`config.mk`:
```
export PLATFORM = sky130hd
export DESIGN_NAME = mac_tx_crc_calculate
export DESIGN_NICKNAME = d
export VERILOG_FILES = /design/src/rtl/mac_tx_crc_calculate.sv
export SDC_FILE = /design/constraint.sdc
export NUM_CORES = 1
export LEC_CHECK = 0
export ABC_AREA = 1
export ABC_CLOCK_PERIOD_IN_PS = 1700
export CORE_UTILIZATION = 50
export CTS_BUF_LIST = sky130_fd_sc_hd__clkbuf_8
export CTS_CLUSTER_SIZE = 8
export DETAILED_ROUTE_END_ITERATION = 10
export HOLD_SLACK_MARGIN = 0.1
export PLACE_DENSITY_LB_ADDON = 0.05
export SLEW_MARGIN = 0
export SYNTH_ARGS = -nofsm -noshare
export SYNTH_HDL_FRONTEND = slang
export SYNTH_SLANG_ARGS = --single-unit
```
`constraint.sdc`:
```
create_clock -name logic_clk -period 1.7 [get_ports logic_clk]
set_input_delay 0.34 -clock logic_clk [delete_from_list [all_inputs] [get_ports logic_clk]]
set_output_delay 0.34 -clock logic_clk [all_outputs]
set_load 0.01 [all_outputs]
```
`src/rtl/mac_tx_crc_calculate.sv`:
```
// Ethernet MAC TX framer: preamble/SFD, body, optional pad, FCS, IFG.
// Ports: logic_clk/logic_rst (async high); mac_rnet_* byte stream in
// (data/valid/ready/last); mac_tphy_* registered PHY byte out
// (data/valid/err). Optional padding: define MAC_TX_PAD_EN.
module mac_tx_crc_calculate #(
    parameter logic [63:0] PREAMBLE_REG = 64'h5555_5555_5555_55D5,
    parameter int          IFG_BYTES    = 12,
    parameter int          MIN_BODY     = 60
) (
    input  logic       logic_clk,
    input  logic       logic_rst,
    input  logic [7:0] mac_rnet_data_in,
    input  logic       mac_rnet_valid_in,
    output logic       mac_rnet_ready_out,
    input  logic       mac_rnet_last_in,
    output logic [7:0] mac_tphy_data_out,
    output logic       mac_tphy_valid_out,
    output logic       mac_tphy_err_out
);

    typedef enum logic [2:0] {
        IDLE,
        PRE,
        DATA,
`ifdef MAC_TX_PAD_EN
        PAD,
`endif
        FCS,
        IFG,
        DISCARD
    } state_t;

    // The IDLE cycle that follows IFG is itself one low output cycle,
    // so IFG holds one cycle fewer to give exactly IFG_BYTES low cycles.
    localparam int IFG_CYC = (IFG_BYTES > 1) ? IFG_BYTES - 1 : 1;
    localparam logic [15:0] IFG_END = 16'(IFG_CYC - 1);

`ifdef MAC_TX_PAD_EN
    localparam logic [10:0] MIN_LEN = 11'(MIN_BODY);
`endif

    state_t      state;
    state_t      state_n;
    logic [15:0] step;
    logic [15:0] step_n;
    logic [31:0] crc;
    logic [31:0] crc_n;
    logic [7:0]  data_q;
    logic [7:0]  data_d;
    logic        valid_q;
    logic        valid_d;
    logic        err_q;
    logic        err_d;
    logic [63:0] pre_sh;
    logic [31:0] fcs_sh;
    logic        xfer;

`ifdef MAC_TX_PAD_EN
    logic [10:0] body_cnt;
    logic [10:0] body_n;
    logic [10:0] body_inc;
`endif

    // Reflected CRC-32, one byte per call.
    function automatic logic [31:0] crc_byte(
        input logic [31:0] c,
        input logic [7:0]  d
    );
        logic [31:0] r;
        r = c ^ {24'h0, d};
        for (int i = 0; i < 8; i++) begin
            r = r[0] ? ((r >> 1) ^ 32'hEDB8_8320) : (r >> 1);
        end
        return r;
    endfunction

    assign mac_rnet_ready_out = (state == DATA) || (state == DISCARD);
    assign xfer = mac_rnet_valid_in && mac_rnet_ready_out;

    assign pre_sh = PREAMBLE_REG << {step[2:0], 3'b000};
    assign fcs_sh = (~crc) >> {step[1:0], 3'b000};

`ifdef MAC_TX_PAD_EN
    assign body_inc = (body_cnt == 11'h7FF) ? body_cnt : body_cnt + 11'd1;
`endif

    always_comb begin
        state_n = state;
        step_n  = step;
        crc_n   = crc;
        data_d  = 8'h00;
        valid_d = 1'b0;
        err_d   = 1'b0;
`ifdef MAC_TX_PAD_EN
        body_n  = body_cnt;
`endif
        case (state)
            IDLE: begin
                if (mac_rnet_valid_in) begin
                    state_n = PRE;
                    step_n  = 16'd0;
                    crc_n   = 32'hFFFF_FFFF;
`ifdef MAC_TX_PAD_EN
                    body_n  = 11'd0;
`endif
                end
            end
            PRE: begin
                valid_d = 1'b1;
                data_d  = pre_sh[63:56];
                if (step[2:0] == 3'd7) begin
                    state_n = DATA;
                    step_n  = 16'd0;
                end else begin
                    step_n = step + 16'd1;
                end
            end
            DATA: begin
                valid_d = 1'b1;
                if (mac_rnet_valid_in) begin
                    data_d = mac_rnet_data_in;
                    crc_n  = crc_byte(crc, mac_rnet_data_in);
`ifdef MAC_TX_PAD_EN
                    body_n = body_inc;
`endif
                    if (mac_rnet_last_in) begin
                        step_n  = 16'd0;
                        state_n = FCS;
`ifdef MAC_TX_PAD_EN
                        if (body_inc < MIN_LEN) state_n = PAD;
`endif
                    end
                end else begin
                    // Underrun: flag the byte and drop the rest.
                    err_d   = 1'b1;
                    state_n = DISCARD;
                end
            end
`ifdef MAC_TX_PAD_EN
            PAD: begin
                valid_d = 1'b1;
                crc_n   = crc_byte(crc, 8'h00);
                body_n  = body_inc;
                if (body_inc >= MIN_LEN) begin
                    state_n = FCS;
                    step_n  = 16'd0;
                end
            end
`endif
            FCS: begin
                valid_d = 1'b1;
                data_d  = fcs_sh[7:0];
                if (step[1:0] == 2'd3) begin
                    state_n = IFG;
                    step_n  = 16'd0;
                end else begin
                    step_n = step + 16'd1;
                end
            end
            IFG: begin
                if (step == IFG_END) begin
                    state_n = IDLE;
                end else begin
                    step_n = step + 16'd1;
                end
            end
            DISCARD: begin
                if (xfer && mac_rnet_last_in) begin
                    state_n = IFG;
                    step_n  = 16'd0;
                end
            end
            default: state_n = IDLE;
        endcase
    end

    always_ff @(posedge logic_clk or posedge logic_rst) begin
        if (logic_rst) begin
            state    <= IDLE;
            step     <= 16'd0;
            crc      <= 32'hFFFF_FFFF;
            data_q   <= 8'h00;
            valid_q  <= 1'b0;
            err_q    <= 1'b0;
`ifdef MAC_TX_PAD_EN
            body_cnt <= 11'd0;
`endif
        end else begin
            state    <= state_n;
            step     <= step_n;
            crc      <= crc_n;
            data_q   <= data_d;
            valid_q  <= valid_d;
            err_q    <= err_d;
`ifdef MAC_TX_PAD_EN
            body_cnt <= body_n;
`endif
        end
    end

    assign mac_tphy_data_out  = data_q;
    assign mac_tphy_valid_out = valid_q;
    assign mac_tphy_err_out   = err_q;

endmodule

```
==> flow_metrics.tcl <==
set metrics [dict create \
    status "finished, violations left" \
    violations "setup timing" \
    cpMostUsedCell "o21ai_2" \
    yosysWarnings 0 \
    ys_types 39 \
    final_util 0.6835 \
    cts_hold_buffers 0 \
    layout.nets 785 \
    grt_usage 0.2830 \
    power_density_nw_per_um2 1717 \
    slew_violations 0 \
    port_buffers 22 \
    synth.net_count 680 \
    synthToLayoutAreaGrowth_pct 32.33 \
    cap_violations 0 \
    die_y_um 96.92 \
    crit_type "reg -> reg" \
    num_vias 4858 \
    post-place-ws_ns -0.3345 \
    fmax_ghz 0.5841 \
    skew_ns 0.007305 \
    reg2reg_depth 10 \
    ant_nets 0 \
    dieArea_um2 9393 \
    synth_edf_count 0 \
    routed_wl_um 13600 \
    p_leak_nw 3.030 \
    drcViolationCount 0 \
    cts_htree_levels 3 \
    netlist_instances 664 \
    num_rows 34 \
    synthDominantCellAreaShare 0.1867 \
    syn_avg_cell_area_um2 6.784 \
    cts-root-buf "clkbuf_8" \
    grt_pass1_vias 4499 \
    crit_fanout 14 \
    floorplan.initialDensity 0.5165 \
    hold_viol 0 \
    grt_max_degree 31 \
    yosys-top-cells-area "dfstp_2, nand2_1, dfrtp_1, inv_1, nand3_1" \
    final-setup-viol-count 4 \
    grt_overflow 0 \
    clk_latency_ns 0.35 \
    crit_chain "inv_2 > ha_4 > nand4_1 > nor2_2 > nand3_2 > nand2_4 > inv_6 > buf_4 > o21ai_2 > o21ai_2" \
    dp_hpwl_um 9573 \
    async_reset_ff_frac 1.000 \
    yosysSeqAreaShare 0.3478 \
    routabilityCongestion 0.9396 \
    critPathLaunchType "register" \
    wl_per_cell_um 15.42 \
    critPathMaxStageDelay_ns 0.44 \
    grt_pass1_wl_um 21450 \
    drt_first_pass_iters 5 \
    antenna_found_initial 0 \
    vias_per_cell 5.508 \
    drt_iter0_drc 258 \
    die_w_um 96.92 \
    clk_pin_slew_ns 0.08 \
    relSlewSlack 0.7814 \
    crit_slowest_cell "dfrtp_1" \
    yosys.area.top_type "dfstp_2" \
    ir_drop_mv 0.8180 \
    cts_tree "done" \
    coreArea_um2 8721 \
    hold_class "in -> async" \
    tightest_slew_ns 0.3279 \
    boundaryPins 23 \
    synth_flop_cell "dfstp_2" \
    cts_buffers 9 \
    fin_crit_sh 1.007 \
    ys_ff_latch 61 \
    layout_setup_ws_ns -0.01216 \
    cts_buffer_depth 2 \
    crit_path_end_kind "register" \
    cts_sinks 61 \
    n_antenna_cell 0 \
    worstPathRequired_ns 1.94 \
    drive_gt1_frac 0.3036 \
    cp.arrival_ns 1.95 \
    rsz0062_at_grt "true" \
    netlist_area_um2 4504 \
    fin_crit_ns 1.712 \
]
## stage by stage
stage | hold WS [ns] | setup TNS, ns | cells | area, um2 | power (W)
5_1_grt | 0.3034 | -1.149 | 882 | 5961 | 0.01099
3_5_place_dp | 0.4615 | -8.729 | 853 | 5389 | 0.008117
3_3_place_gp | 0.4606 | -7.913 | 853 | 5389 | 0.008003
2_1_floorplan | 0.4404 | 0 | 664 | 4509 | 0.006155
4_1_cts | 0.2720 | 0 | 872 | 5614 | 0.009538
6_report | 0.2775 | -0.02568 | 882 | 5961 | 0.01024
## cell usage in the layout, fill, tap and decap left out, types with 3 or more instances in the layout
master	netlist	layout
nand2_1	198	171
inv_1	103	97
buf_4	2	81
nand3_1	50	46
nor2_1	41	35
o21ai_0	37	35
dfstp_2	32	32
a21oi_1	31	30
nand2_2	14	28
dfrtp_1	29	28
clkdlybuf4s50_1	0	19
nand2_4	3	17
o22ai_1	14	14
xor2_1	18	13
inv_2	7	12
nor3_1	10	10
clkbuf_8	0	9
nand4_1	8	8
nor2_2	1	7
o211ai_1	7	7
nand3_2	2	6
o21ai_1	4	6
o21ai_2	6	6
xor2_2	0	5
buf_12	1	5
a211oi_1	4	4
xnor2_1	6	4
xnor2_2	3	3
a21oi_2	2	3
o32ai_1	3	3
clkinvlp_4	0	3
## sequential cells by signal (all words and copies together) (netlist names)
name,flops
mac_tphy_err_out,1
mac_tphy_valid_out,1
mac_tphy_data_out,8
step,16
crc,32
state,3
## critical path: cells and delay by family (launching register included)
kind	cells	cell delay, ns
and+or+nand+nor	4	0.58
DFF	1	0.44
AOI/OAI and AO/OA	2	0.11
adders and majority gates	1	0.13
buffers and inverters	3	0.33
## worst paths after layout
kind,start,to,slack [ns]
setup / recovery,step[0],step[0],-0.01
hold / removal,logic_rst,mac_tphy_data_out[1],0.28
setup reg to reg,step[0],step[0],-0.01
hold reg to reg,crc[21],crc[21],0.47
max in group asynchronous,logic_rst,crc[2],0.93
min in group logic_clk,mac_rnet_data_in[1],mac_tphy_data_out[1],0.46
## repair_timing
action / in CTS / in global routing
setup endpoints to repair: 12 / 39
gates cloned: 0 / 1
buffers inserted: 3 / 9
gates resized for setup: 6 / 77
pin swaps: 1 / 18
## metal layers
layer | global-route usage | up-vias | wire [um]
li1 | - | 2323 | -
met3 | 0.03179 | 39 | 813
met4 | 0.1125 | 0 | 378
met2 | 0.4794 | 204 | 6729
met5 | 0 | - | 0
met1 | 0.3684 | 2292 | 5681
## report_power, final
part / switching, W / total (W) / internal (W)
Sequential: 0.000338 / 0.00244 / 0.00210
Clock: 0.000642 / 0.00131 / 0.000668
Combinational: 0.00383 / 0.00649 / 0.00266
## synthesized netlist by cell type (5+ instances only)
master,n
nand2_1,198
xnor2_1,6
inv_2,7
buf_2,6
inv_1,103
nor2_1,41
nand2_2,14
a21oi_1,31
o21ai_0,37
dfstp_2,32
xor2_1,18
o22ai_1,14
o21ai_2,6
nand4_1,8
nor3_1,10
dfrtp_1,29
nand3_1,50
clkbuf_1,5
o211ai_1,7
## cell families (layout without fill, tap and decap cells)
kind of cell | after synthesis | count (layout) | share of synthesized area
fa+ha+maj | 4 | 4 | 0.01111
flops | 61 | 61 | 0.3478
simple gates | 334 | 335 | 0.3236
buf+inv | 128 | 237 | 0.1175
compound gates | 110 | 110 | 0.1425
xor+xnor | 27 | 27 | 0.05750
## area by class of cell
| type | instances | area, um2 |
|---|---|---|
| sequential | 61 | 1568 |
| clock buffer | 9 | 123.9 |
| multi-input combinational | 476 | 2688 |
| fill | 743 | 2760 |
| tap | 108 | 135.1 |
| clock inverter | 7 | 67.56 |
| timing repair buffer | 110 | 950.9 |
| inverter | 111 | 427.9 |
Note: power is estimated with default switching activity, not from simulation.
